**src/rtl/ps2_host_tx.sv**
```systemverilog
// rtl/ps2_host_tx.sv - PS/2 host-to-device command transmitter (open-drain clock/data)
// Optional PS2_TX_RETRY_EN: resend a NACKed byte up to two more times before ack_err.
module ps2_host_tx #(
  parameter int INHIBIT_CYCLES = 5000,
  parameter int TIMEOUT_CYCLES = 750000
) (
  input  logic       clk,
  input  logic       rst,
  input  logic [7:0] tx_data,
  input  logic       tx_valid,
  output logic       tx_ready,
  input  logic       scl_in,
  input  logic       sda_in,
  output logic       scl_oe,
  output logic       sda_oe,
  output logic       busy,
  output logic       done,
  output logic       ack_err,
  output logic       timeout
);
  localparam int CNT_MAX = (INHIBIT_CYCLES > TIMEOUT_CYCLES) ? INHIBIT_CYCLES : TIMEOUT_CYCLES;
  localparam int CW = $clog2(CNT_MAX + 1);
  localparam logic [CW-1:0] INH_LAST = CW'(INHIBIT_CYCLES - 1);
  localparam logic [CW-1:0] TO_LIMIT = CW'(TIMEOUT_CYCLES);

  typedef enum logic [2:0] {
    S_IDLE, S_INHIBIT, S_REQ, S_RELEASE, S_SHIFT, S_WAIT_IDLE
  } state_t;

  state_t        r_state, w_state_next;
  logic [1:0]    r_scl_sync, r_sda_sync;
  logic          r_scl_prev;
  logic [7:0]    r_data;
  logic          r_parity;
  logic [3:0]    r_bit, w_bit_next;
  logic [CW-1:0] r_cnt, w_cnt_next;
  logic [1:0]    r_retry, w_retry_next;
  logic          w_scl, w_sda, w_fall, w_accept, w_to_hit, w_data_bit;

  assign w_scl      = r_scl_sync[1];
  assign w_sda      = r_sda_sync[1];
  assign w_fall     = r_scl_prev & ~w_scl;
  assign tx_ready   = (r_state == S_IDLE);
  assign busy       = ~tx_ready;
  assign w_accept   = tx_valid & tx_ready;
  assign w_data_bit = r_data[3'(r_bit - 4'd1)];
  // The timeout window runs from clock release until the bus returns idle after ACK.
  assign w_to_hit   = ((r_state == S_RELEASE) || (r_state == S_SHIFT) ||
                       (r_state == S_WAIT_IDLE)) && (r_cnt == TO_LIMIT);

  always_ff @(posedge clk) begin
    if (rst) begin
      r_state    <= S_IDLE;
      r_scl_sync <= 2'b11;
      r_sda_sync <= 2'b11;
      r_scl_prev <= 1'b1;
      r_data     <= '0;
      r_parity   <= 1'b0;
      r_bit      <= '0;
      r_cnt      <= '0;
      r_retry    <= '0;
    end else begin
      r_state    <= w_state_next;
      r_scl_sync <= {r_scl_sync[0], scl_in};
      r_sda_sync <= {r_sda_sync[0], sda_in};
      r_scl_prev <= w_scl;
      r_bit      <= w_bit_next;
      r_cnt      <= w_cnt_next;
      r_retry    <= w_retry_next;
      if (w_accept) begin
        r_data   <= tx_data;
        r_parity <= ~^tx_data;
      end
    end
  end

  always_comb begin
    w_state_next = r_state;
    w_bit_next   = r_bit;
    w_cnt_next   = r_cnt;
    w_retry_next = r_retry;
    scl_oe       = 1'b0;
    sda_oe       = 1'b0;
    done         = 1'b0;
    ack_err      = 1'b0;
    timeout      = 1'b0;
    case (r_state)
      S_IDLE: begin
        if (w_accept) begin
          w_state_next = S_INHIBIT;
          w_cnt_next   = '0;
          w_retry_next = '0;
        end
      end
      S_INHIBIT: begin
        scl_oe = 1'b1;
        if (r_cnt == INH_LAST) begin
          w_state_next = S_REQ;
          w_cnt_next   = '0;
        end else begin
          w_cnt_next = r_cnt + 1'b1;
        end
      end
      S_REQ: begin
        scl_oe       = 1'b1;
        sda_oe       = 1'b1;
        w_state_next = S_RELEASE;
        w_cnt_next   = '0;
        w_bit_next   = '0;
      end
      S_RELEASE: begin
        sda_oe     = 1'b1;
        w_cnt_next = r_cnt + 1'b1;
        if (w_fall) begin
          w_state_next = S_SHIFT;
          w_bit_next   = 4'd1;
        end
      end
      S_SHIFT: begin
        w_cnt_next = r_cnt + 1'b1;
        if (r_bit <= 4'd8) begin
          sda_oe = ~w_data_bit;
        end else if (r_bit == 4'd9) begin
          sda_oe = ~r_parity;
        end
        if (w_fall) begin
          if (r_bit == 4'd10) begin
            if (!w_sda) begin
              w_state_next = S_WAIT_IDLE;
            end else begin
`ifdef PS2_TX_RETRY_EN
              if (r_retry != 2'd2) begin
                w_retry_next = r_retry + 2'd1;
                w_state_next = S_INHIBIT;
                w_cnt_next   = '0;
              end else begin
                ack_err      = 1'b1;
                w_state_next = S_IDLE;
              end
`else
              ack_err      = 1'b1;
              w_state_next = S_IDLE;
`endif
            end
          end else begin
            w_bit_next = r_bit + 4'd1;
          end
        end
      end
      S_WAIT_IDLE: begin
        w_cnt_next = r_cnt + 1'b1;
        if (w_scl && w_sda) begin
          done         = 1'b1;
          w_state_next = S_IDLE;
        end
      end
      default: w_state_next = S_IDLE;
    endcase
    // Timeout overrides any bit activity in the same cycle and lets go of the bus at once.
    if (w_to_hit) begin
      w_state_next = S_IDLE;
      w_retry_next = r_retry;
      scl_oe       = 1'b0;
      sda_oe       = 1'b0;
      done         = 1'b0;
      ack_err      = 1'b0;
      timeout      = 1'b1;
    end
    if (rst) begin
      done    = 1'b0;
      ack_err = 1'b0;
      timeout = 1'b0;
    end
  end
endmodule
```
**config.mk**
```make
export PLATFORM = sky130hd
export DESIGN_NAME = ps2_host_tx
export DESIGN_NICKNAME = d
export VERILOG_FILES = /design/src/rtl/ps2_host_tx.sv
export SDC_FILE = /design/constraint.sdc
export NUM_CORES = 1
export LEC_CHECK = 0
export BUFFER_PORTS_ARGS = -buffer_cell sky130_fd_sc_hd__buf_2
export CAP_MARGIN = 20
export CORE_UTILIZATION = 40
export CTS_BUF_LIST = sky130_fd_sc_hd__clkbuf_4 sky130_fd_sc_hd__clkbuf_8
export CTS_CLUSTER_SIZE = 8
export DETAILED_ROUTE_END_ITERATION = 7
export SETUP_SLACK_MARGIN = 0.2
export SLEW_MARGIN = 5
export SYNTH_ARGS = -nofsm -noshare
export SYNTH_HDL_FRONTEND = slang
export SYNTH_SLANG_ARGS = --single-unit
```
**constraint.sdc**
```tcl
create_clock -name clk -period 1.9 [get_ports clk]
set_input_delay 0.095 -clock clk [delete_from_list [all_inputs] [get_ports clk]]
set_output_delay 0.095 -clock clk [all_outputs]
set_load 0.05 [all_outputs]
```
; Word-level counts from Yosys, hierarchy flattened
; Cells that the tools add are included.
[classes]
n_mux = 35
order_cmp = 2
bitwise_logic = 6
n_reduce_logical = 15
n_shift = 0
multipliers = 0
n_addsub = 3
div_mod_pow = 0
n_eq_ne = 16
[ops]
columns = op, count
row1 = $pmux 20 s4, 1
row2 = $mux 20, 2
row3 = $mux 3, 7
row4 = $add 20x1->20 const B, 1
row5 = $eq 20x13->1 const B, 1
row6 = $eq 20x20->1 const B, 1
row7 = $mux 1, 18
row8 = $pmux 3 s6, 1
row9 = $mux 4, 3
row10 = $pmux 4 s3, 1
row11 = $eq 4x4->1 const B, 2
row12 = $ne 2x2->1 const B, 4
row13 = $reduce_xnor 8->1, 1
row14 = $eq 3x2->1 const B, 2
row15 = $eq 3x3->1 const B, 2
row16 = $ne 2x1->1 const B, 3
row17 = $reduce_and 6->1, 1
row18 = $reduce_or 2->1, 3
row19 = $add 4x1->4 const B, 1
row20 = $le 4x4->1 const B, 1
row21 = $lt 3x4->1 const B, 1
row22 = $not 1->1, 4
row23 = $reduce_and 4->1, 1
row24 = $reduce_bool 4->1, 1
row25 = other kinds (11), 14
[word_totals]
mem_count = 0
latch_bits = 0
register_bits = 41
ram_bits = 0
input_bits = 13
rom_bits = 0

; Longest topological paths before layout
; Gate-level depths: netlist of run 1.
[logic_depth]
depth_word = 7
ltp_mapped = 8

; Worst setup path before layout of run 1
; No wires, ideal clock.
[synth_timing]
path_type = register to output
start = register r_bit[0]
end = output sda_oe
required_ns = 1.805
slack_ns = -0.636
arrival_time_ns = 2.441
path_stages_with_launch = 8
cell_sequence = dfxtp_1 inv_1 ha_1 mux4_2 mux2_2 nand2_1 a31oi_1 nor2_1
[synth_between]
elab_chain_cells = 7
elab_cells_between_ends = 10
cone_classes = 1 x add/sub / 1 x order compare / 1 x eq/ne / 6 x mux / 1 x bitwise
[synth_rtl]
columns = item, line_no
row1 = start: declaration, 35  ; logic [3:0] r_bit, w_bit_next;
row2 = start signal: assignment, 67  ; r_bit <= w_bit_next;
row3 = $sub 3x1->3, 46  ; assign w_data_bit = r_data[3'(r_bit - 4'd1)];
row4 = $bmux 1 s3, 46
row5 = $mux 1 (not written as such), 46
row6 = $not 1->1, 122  ; sda_oe = ~w_data_bit;
row7 = $mux 1 *, 121  ; if (r_bit <= 4'd8) begin
row8 = $pmux 1 s2 *, 87  ; case (r_state)
row9 = $mux 1 *, 160  ; if (w_to_hit) begin
row10 = end: declaration, 15  ; output logic sda_oe,
; Mark *: on every way between the ends. The rest lies on a longest branch, timed or not. The select of a mux whose other input is x is not followed.

; Worst setup path after layout of run 1
[layout_timing]
start = register r_cnt[11]
end = output done
[layout_between]
elab_chain_cells = 4
[layout_rtl]
columns = item, line_no
row1 = start: declaration, 36  ; logic [CW-1:0] r_cnt, w_cnt_next;
row2 = start signal: assignment, 68  ; r_cnt <= w_cnt_next;
row3 = $eq 20x20->1, 49  ; (r_state == S_WAIT_IDLE)) && (r_cnt == TO_LIMIT);
row4 = $logic_and 1x1->1, 49
row5 = $mux 1, 160
row6 = $mux 1, 169  ; if (rst) begin
row7 = end: declaration, 17  ; output logic done,
; Every way passes these cells.

==> qor.txt, run 1 <==
failing checks -> negative setup slack
clk sinks -> 41
Die ar. -> 6190 µm²
drt first-iter violations -> 146
crit path capture type -> primary output
Tmin final -> 2.23 ns
clock skew -> 0.00650 ns
remaining global-route overflow -> 0
final setup violation count -> 25
TritonCTS buffer count -> 5
via count -> 2433
relative slew slack -> 70.4%
clock root cell -> clkbuf_8
WP data required -> 1.80 ns
chip width -> 78.7 µm
fin crit share -> 117%
final wirelength -> 6730 µm
pin count of the biggest net entering global routing -> 24
Tightest Pin Transition -> 0.445 ns
placed inst area -> 3030 µm²
gr usage total -> 22.8%
Synth Net Count -> 315
initial antenna violation count -> 0
upper clock frequency limit -> 448 MHz
cells after synthesis -> 295
Worst Path Max Fanout -> 3
sequential fraction of the synthesis area -> 34.9%
Antenna Violating Nets Remaining -> 0
Post-synth ARST share -> 0%
DRT Pass-1 Iters -> 4
final hold slack -> 0.0498 ns
Area growth syn-to-layout -> 53.3%
maximum vdd ir drop -> 0.490 mV
Mean Syn Cell Area -> 7.97 µm²
top-level I/O count -> 20
Post-synth EDFFs -> 0
max-slew violations -> 0
ranking of synthesized cells by area -> dfxtp_1 (35%), nand2_1 (7.7%), xnor2_1 (4.8%), a31oi_1 (4.3%), nand3_1 (3.8%)
Reg clk slew, reported paths -> 0.09 ns
cell accounting for the most synthesized area -> dfxtp_1
Max-Cap Viols -> 0
core region area -> 5570 µm²
Yosys warnings -> 0
residual DRC count -> 0
layout cells sized above 1 -> 44.2%
Chip Height -> 78.7 µm
I/O Buffers -> 19
H-Tree Depth -> 2
Synth top area share -> 34.9%
worst setup path category -> flop to primary output
hpwl dp -> 4320 µm
crit path DAT -> 2.14 ns
n_diodes -> 0
Distinct cells, synth -> 50
fin area -> 3600 µm²
kind of start point of the critical path -> flop
first-pass GRT wire length -> 11000 µm
FF+latch area -> 832 µm²
Clock Latency Late Sink -> 0.30 ns
Final nets -> 397
post-route setup slack -> -0.331 ns
Placement Rows -> 27
ys flop type -> dfxtp_1
Leak Pwr -> 1.28 nW
CTS tree -> done
Multi-input gate area -> 1720 µm²
Initial Util -> 42.2%
status -> complete, but fails checks
routed len/inst -> 15.0 µm
Fin. Hold Viols -> 0
routability cong. -> 0.826
mapped cell area -> 2350 µm²
PwrDens -> 960 nW/µm²
Hold Path Class -> input port to flop
synthesis-stage register bit count -> 41
vias in the first global route -> 2350
Clock Path Buffers -> 2
RSZ-0062 raised after global routing -> true
filler instances -> 463
Vias/cell -> 5.41
total power -> 3.46 mW
-- stage by stage --
step	instances	setup WS, ns	TNS [ns]	util, %
after global routing	450	-0.402	-5.49	64.7
after CTS	445	-0.336	-3.66	62.2
final	450	-0.331	-4.47	64.7
after global placement	425	-0.110	-1.18	54.4
after floorplan	295	-0.111	-0.869	-
after detailed placement	425	-0.121	-1.51	54.4
-- critical path, stage by stage (launching register included) --
cell and delay, ns:
dfxtp_2 0.33, or4_4 0.53, or2_4 0.26, a211oi_4 0.31
nor2_2 0.09, and4_4 0.17, buf_8 0.14
-- cells in the mapped netlist, drive strengths merged, types with 3 or more instances --
cell	instances
nor2	15
nand3b	5
nor4bb	3
xnor2	13
nor2b	4
nand3	18
dfxtp	41
a21oi	16
or3	9
nand4b	3
a31oi	16
buf	6
nand2	48
or4	7
o21ai	7
clkbuf	8
or2	10
inv	11
nor3	10
ha	7
-- cells by family (layout without fill, tap and decap cells) --
| kind of cell | Yosys count | after routing | synth area share, % |
|---|---|---|---|
| AO/OA/AOI/OAI | 58 | 58 | 16.2 |
| XOR/XNOR | 13 | 13 | 4.84 |
| adder cells (fa/ha/maj) | 7 | 7 | 3.73 |
| buffers and inverters | 25 | 108 | 4.74 |
| flip-flops | 41 | 41 | 34.9 |
| multiplexers | 3 | 3 | 2.39 |
| AND/OR/NAND/NOR | 148 | 148 | 33.2 |
-- layer usage --
layer	global-route usage, %	vias up	wire length (µm)
met4	7.22	0	121
met1	30.8	1141	3130
met2	36.9	59	3180
li1	-	1222	-
met3	3.72	11	296
met5	0	-	0
-- repair_timing --
action / 4_1_cts / 5_1_grt
endpoints found under the setup margin: 31 / 31
cloned: 3 / 1
buffers inserted: 7 / 4
hold buffers: 2 / 0
gates resized for setup: 40 / 21
pin swaps: 28 / 17
hold endpoints to repair: 2 / 0
-- placed cells by master, fill, tap and decap left out, types with 3 or more instances in the layout --
cell type	n
nand4b_1	3
or4_4	5
xnor2_1	13
nor3_1	8
or2_2	8
buf_16	3
nand2_1	46
clkbuf_8	6
nor2_2	3
a21oi_2	3
dfxtp_1	34
a31oi_1	15
nor2b_1	3
dfxtp_2	6
buf_12	4
buf_6	9
nor2_1	11
buf_2	15
inv_2	3
buf_4	54
nand3_1	6
ha_4	3
or3_1	9
nand3_2	12
o21ai_0	5
a21oi_1	13
nand3b_1	5
inv_1	7
ha_1	3
-- worst paths after layout --
kind	from	endpoint	slack [ns]	cells after the start
hold / removal	tx_data[1]	r_data[1]	0.05	3
setup / recovery	r_cnt[11]	done	-0.33	6
setup reg to reg	r_cnt[11]	r_cnt[1]	-0.19	7
hold reg to reg	r_scl_sync[0]	r_scl_sync[1]	0.42	1
-- state kept, by name, indices dropped and copies added, names as in the netlist --
| register | count |
|---|---|
| r_bit | 4 |
| r_cnt | 20 |
| r_data | 8 |
| r_sda_sync | 2 |
| r_state | 3 |
| r_scl_sync | 2 |
| r_parity | 1 |
| r_scl_prev | 1 |
-- report_power, final --
part	internal [mW]	switching (mW)
combinational	0.858	0.856
sequential	0.928	0.0607
clock	0.428	0.329
total	2.21	1.25
-- area by class of cell --
class,count,share of cell area [%]
multi-input combinational,229,47.8
sequential,41,23.1
clock inverter,2,1.04
clock buffer,6,2.29
tap,72,2.50
timing repair buffer,89,22.0
inverter,11,1.21
Power figures use the tool's default switching activity.
==> run 2: changes to the inputs <==
Settings changed: GPL_TIMING_DRIVEN set to 0, PLACE_DENSITY set to 0.69.
==> run 2 against run 1 <==
Effect of this change:
- the flow still finishes with violations (negative setup slack)
- combinational power down 9%
- core utilization down 4.2 points
- routed wire length rose by 3.1%
- clock-buffer cell count shrank 1
- critical path depth is 2 higher
- flip-flop and latch count stayed put
- critical endpoint is now sda_oe
- largest cell class unchanged
- largest power group unchanged
- highest routed layer unchanged
==> qor.txt, run 2 (synthesis results as in run 1) <==
M3 GR Usage -> 4.19%
Internal -> 2.03 mW
Leak Pwr -> 1.13 nW
share of power burned in registers -> 29.8%
Hold Path Class -> input port to flop
filler instances -> 472
Worst Path Max Fanout -> 2
FF+latch area -> 851 µm²
final wirelength -> 6940 µm
PwrDens -> 980 nW/µm²
maximum vdd ir drop -> 0.441 mV
most frequent cells in the layout -> nand2_1 (46), dfxtp_1 (25), buf_4 (21)
I/O Buffers -> 18
Placement Rows -> 27
Reg clk slew, reported paths -> 0.09 ns
placed inst area -> 2680 µm²
clk sinks -> 41
Tmin final -> 2.28 ns
most flop-heavy register -> r_cnt
failing checks -> negative setup slack
Inst Count DP -> 385
DRT Pass-1 Iters -> 6
residual DRC count -> 0
Most Crowded Layer GR -> met2
n_diodes -> 0
Clk network pwr share -> 22.8%
Chip Height -> 78.7 µm
GRT met1 Usage -> 28.0%
TritonCTS buffer count -> 5
fin cells -> 424
relative slew slack -> 57.7%
pin count of the biggest net entering global routing -> 15
core region area -> 5570 µm²
clock root cell -> clkbuf_8
worst setup path category -> flop to primary output
Fin. Hold Viols -> 0
RSZ-0062 raised after global routing -> true
WP data required -> 1.80 ns
final setup violation count -> 24
remaining global-route overflow -> 0
Die ar. -> 6190 µm²
top-level I/O count -> 20
status -> complete, but fails checks
post-route setup slack -> -0.377 ns
Final nets -> 371
GR Util met2 -> 35.6%
Max-Cap Viols -> 0
fin area -> 3370 µm²
most common cell after layout, fill and taps aside -> nand2_1
hpwl dp -> 4110 µm
Initial Util -> 42.2%
Clock Path Buffers -> 2
drt first-iter violations -> 213
chip width -> 78.7 µm
kind of start point of the critical path -> flop
biggest regs -> r_cnt (20), r_data (8), r_bit (4)
layout cells sized above 1 -> 42.3%
crit path DAT -> 2.18 ns
Tightest Pin Transition -> 0.635 ns
clock skew -> 0.00821 ns
max-slew violations -> 0
routed len/inst -> 16.4 µm
reg2reg setup slack -> -0.26 ns
CTS tree -> done
upper clock frequency limit -> 439 MHz
Clock Latency Late Sink -> 0.31 ns
Antenna Violating Nets Remaining -> 0
via count -> 2444
Sw Ratio -> 38.6%
Switching Power -> 1.27 mW
fin crit share -> 120%
routability cong. -> 0.846
first-pass GRT wire length -> 10600 µm
gr usage total -> 21.8%
max FFs per register -> 20
Logic pwr share -> 47.4%
vias in the first global route -> 2285
Multi-input gate area -> 1750 µm²
initial antenna violation count -> 0
Vias/cell -> 5.76
crit path capture type -> primary output
Area growth syn-to-layout -> 43.3%
H-Tree Depth -> 2
Setup WS pre-CTS -> -0.266 ns
## run 2: changes by cell type in the layout (fill, tap and decap cells not counted), moves of 3 or more
cell	delta
buf_12	-3
buf_16	-3
buf_4	-33
buf_6	+5
clkbuf_1	+4
dfxtp_1	-9
dfxtp_2	+6
dfxtp_4	+3
inv_4	+3
## run 2: worst max-delay path: stages, from the launching register on
cell     delay (ns)
dfxtp_4        0.37
inv_4          0.04
ha_4           0.26
mux4_2         0.48
mux2_4         0.30
nand2_4        0.07
a31oi_4        0.09
nor2_4         0.11
buf_8          0.15
## run 2: area by class of cell
class                           count  area share, %
Buffer                             14           3.05
Inverter                           11           1.45
Multi-Input combinational cell    229           52.1
Clock inverter                      3           1.34
Tap cell                           72           2.67
Clock buffer                        5           2.04
Timing Repair Buffer               49           12.1
Sequential cell                    41           25.3
## run 2: per-layer routing
metal	part of all wire, %	vias to the layer above	wire [µm]
met5	0	-	0
met4	2.3	0	157
met3	6.0	17	416
met2	49	91	3390
met1	43	1164	2970
li1	-	1172	-
## run 2: power groups by stage
| stage | clock (mW) | sequential (mW) | combinational [mW] |
|---|---|---|---|
| finish | 0.752 | 0.983 | 1.56 |
| global route | 0.789 | 0.991 | 1.67 |
| CTS | 0.751 | 0.978 | 1.22 |
| detailed placement | 0 | 1.01 | 1.01 |
| global placement | 0 | 1.01 | 0.995 |
| floorplan | 0 | 0.991 | 0.797 |
## run 2: timing repair
item,4_1_cts,5_1_grt
cloned,1,2
hold buffers,2,0
setup endpoints to repair,32,32
buffers inserted,17,9
endpoints found under the hold margin,2,0
resized for setup,54,43
pin swaps,13,22
## run 2: worst paths after layout
path                 startpoint            end  depth (start not counted)
hold / removal       tx_data[1]      r_data[1]                          3
setup / recovery       r_bit[1]         sda_oe                          8
setup reg to reg      r_cnt[11]       r_cnt[2]                          7
hold reg to reg   r_scl_sync[0]  r_scl_sync[1]                          1
## run 2: per-stage QoR
step                      hold WS (ns)  util (%)  total power, mW  TNS, ns
after global routing            0.0525      60.4             3.45    -6.62
after global placement           0.280      48.1             2.00    -4.85
after floorplan                  0.199         -             1.79   -0.869
after CTS                       0.0332      55.9             2.95    -4.15
after detailed placement         0.283      48.1             2.02    -5.23
final                           0.0320      60.4             3.30    -5.19
==> run 3: changes to the inputs <==
Clock period 1.9 ns to 1.95 ns, I/O delays scaled along.
==> run 3 against run 2 <==
Effect of this change:
- the flow still finishes with violations (negative setup slack)
- largest power group unchanged
- highest routed layer unchanged
- core utilization fell by 0.067 points
- critical endpoint unchanged
- sequential share of layout area fell by 0.12 points
- non-clock buffer count decreased by 2
==> qor.txt, run 3 (synthesis results as in run 1) <==
CP bufs+invs -> 2
hpwl dp -> 4080 µm
layout cells sized above 1 -> 41.4%
initial antenna violation count -> 0
Chip Height -> 78.7 µm
first-pass GRT wire length -> 10100 µm
clk sinks -> 41
Clock Latency Late Sink -> 0.31 ns
top-level I/O count -> 20
Antenna Violating Nets Remaining -> 0
DRT Pass-1 Iters -> 4
maximum vdd ir drop -> 0.490 mV
Tightest Pin Transition -> 0.614 ns
Worst path slowest cell -> mux4_2
core region area -> 5570 µm²
fin crit share -> 118%
relative slew slack -> 59.0%
worst setup path category -> flop to primary output
share of power burned in registers -> 29.2%
kind of start point of the critical path -> flop
Tmin final -> 2.30 ns
residual DRC count -> 0
most flop-heavy register -> r_cnt
most common cell after layout, fill and taps aside -> nand2_1
Setup WS pre-CTS -> -0.231 ns
biggest regs -> r_cnt (20), r_data (8), r_bit (4)
Clock Path Buffers -> 2
PwrDens -> 977 nW/µm²
clock root cell -> clkbuf_8
reg2reg setup slack -> -0.25 ns
Leak Pwr -> 1.12 nW
final wirelength -> 6630 µm
n_diodes -> 0
routed len/inst -> 15.7 µm
R2R Path Start -> r_cnt[11]
clock skew -> 0.00787 ns
Final nets -> 369
Sw Ratio -> 36.7%
remaining global-route overflow -> 0
Critical Path Stages -> 8
via count -> 2393
Worst Reg2Reg Path Length in Cells -> 7
CP Capture Point -> sda_oe
most frequent cells in the layout -> nand2_1 (45), dfxtp_1 (27), buf_4 (21)
Placement Rows -> 27
chip width -> 78.7 µm
upper clock frequency limit -> 435 MHz
total power -> 3.29 mW
final setup violation count -> 28
gr usage total -> 20.7%
Reg clk slew, reported paths -> 0.09 ns
routability cong. -> 0.845
Top Family by Delay on Critical Path -> multiplexers
H-Tree Depth -> 2
crit path capture type -> primary output
Fin. Hold Viols -> 0
Critical Path Source -> r_bit[0]
CTS tree -> done
max FFs per register -> 20
critical-path cell list -> inv_4 > ha_4 > mux4_2 > mux2_4 > nand2_4 > a31oi_4 > nor2_4 > buf_6
Die ar. -> 6190 µm²
status -> complete, but fails checks
Vias/cell -> 5.67
I/O Buffers -> 18
Area growth syn-to-layout -> 43.1%
CP peak stage delay -> 0.48 ns
crit path DAT -> 2.20 ns
pin count of the biggest net entering global routing -> 14
WP data required -> 1.85 ns
Initial Util -> 42.2%
Reg-to-Reg End -> r_cnt[2]
failing checks -> negative setup slack
Worst Path Max Fanout -> 2
vias in the first global route -> 2163
max-slew violations -> 0
filler instances -> 463
TritonCTS buffer count -> 5
Internal -> 2.08 mW
drt first-iter violations -> 136
Hold Path Class -> input port to flop
Switching Power -> 1.20 mW
post-route setup slack -> -0.348 ns
RSZ-0062 raised after global routing -> true
Logic pwr share -> 45.2%
Max-Cap Viols -> 0
Clk network pwr share -> 25.7%
==> run 3: changes by cell type in the layout (fill, tap and decap cells not counted), sizes merged <==
cell / delta
buf: -2
bufinv: +1
inv: -1
==> run 3: worst register-to-register path, delay by kind of cell, from the launching register on <==
family                 cells  cell delay (ns)
buffers and inverters      2             0.31
DFF                        1             0.36
and+or+nand+nor            3             1.07
AOI/OAI and AO/OA          2             0.32
==> run 3: cell type report <==
cell class	instances	area (µm²)	share of cell area [%]
Clock inverter	3	65.1	1.93
Sequential cell	41	846	25.1
Timing Repair Buffer	47	398	11.8
Multi-Input combinational cell	229	1760	52.4
Inverter	11	46.3	1.38
Buffer	14	88.8	2.64
Tap cell	72	90.1	2.68
Clock buffer	5	68.8	2.05
==> run 3: routing by layer <==
metal | track usage [%] | wire (µm) | vias up
li1 | - | - | 1168
met1 | 27.4 | 2990 | 1149
met2 | 34.8 | 3200 | 64
met3 | 2.21 | 304 | 12
met4 | 7.22 | 134 | 0
met5 | 0 | 0 | -
==> run 3: worst min path at each step <==
stage	start	end	slack [ns]	cells past startpoint
CTS	tx_data[1]	r_data[1]	0.04	3
floorplan	scl_in	r_scl_sync[0]	0.20	1
global route	tx_data[6]	r_data[6]	0.04	3
finish	tx_data[1]	r_data[1]	0.04	3
detailed placement	sda_in	r_sda_sync[0]	0.28	2
global placement	sda_in	r_sda_sync[0]	0.28	2
==> run 3: power by group through the flow <==
stage	clock [mW]	combinational, mW	sequential, mW
3_3_place_gp	0	0.969	0.983
6_report	0.843	1.48	0.959
2_1_floorplan	0	0.775	0.966
5_1_grt	0.875	1.57	0.967
4_1_cts	0.842	1.14	0.952
3_5_place_dp	0	0.981	0.984
==> run 3: timing repair <==
action | 4_1_cts | 5_1_grt
pin swaps | 9 | 24
cloned | 0 | 2
hold endpoints to repair | 2 | 0
resized for setup | 47 | 38
hold buffers | 2 | 0
endpoints found under the setup margin | 31 | 31
buffers inserted | 13 | 12
==> run 3: per-stage QoR <==
stage	hold slack (ns)	instance area [µm²]	setup TNS, ns	utilization (%)	instances
after floorplan	0.201	2500	-0.421	-	295
after global placement	0.285	2680	-3.68	48.0	385
after detailed placement	0.285	2680	-4.03	48.0	385
after CTS	0.0424	3070	-2.50	55.2	408
after global routing	0.0425	3360	-5.62	60.4	422
final	0.0381	3360	-4.26	60.4	422
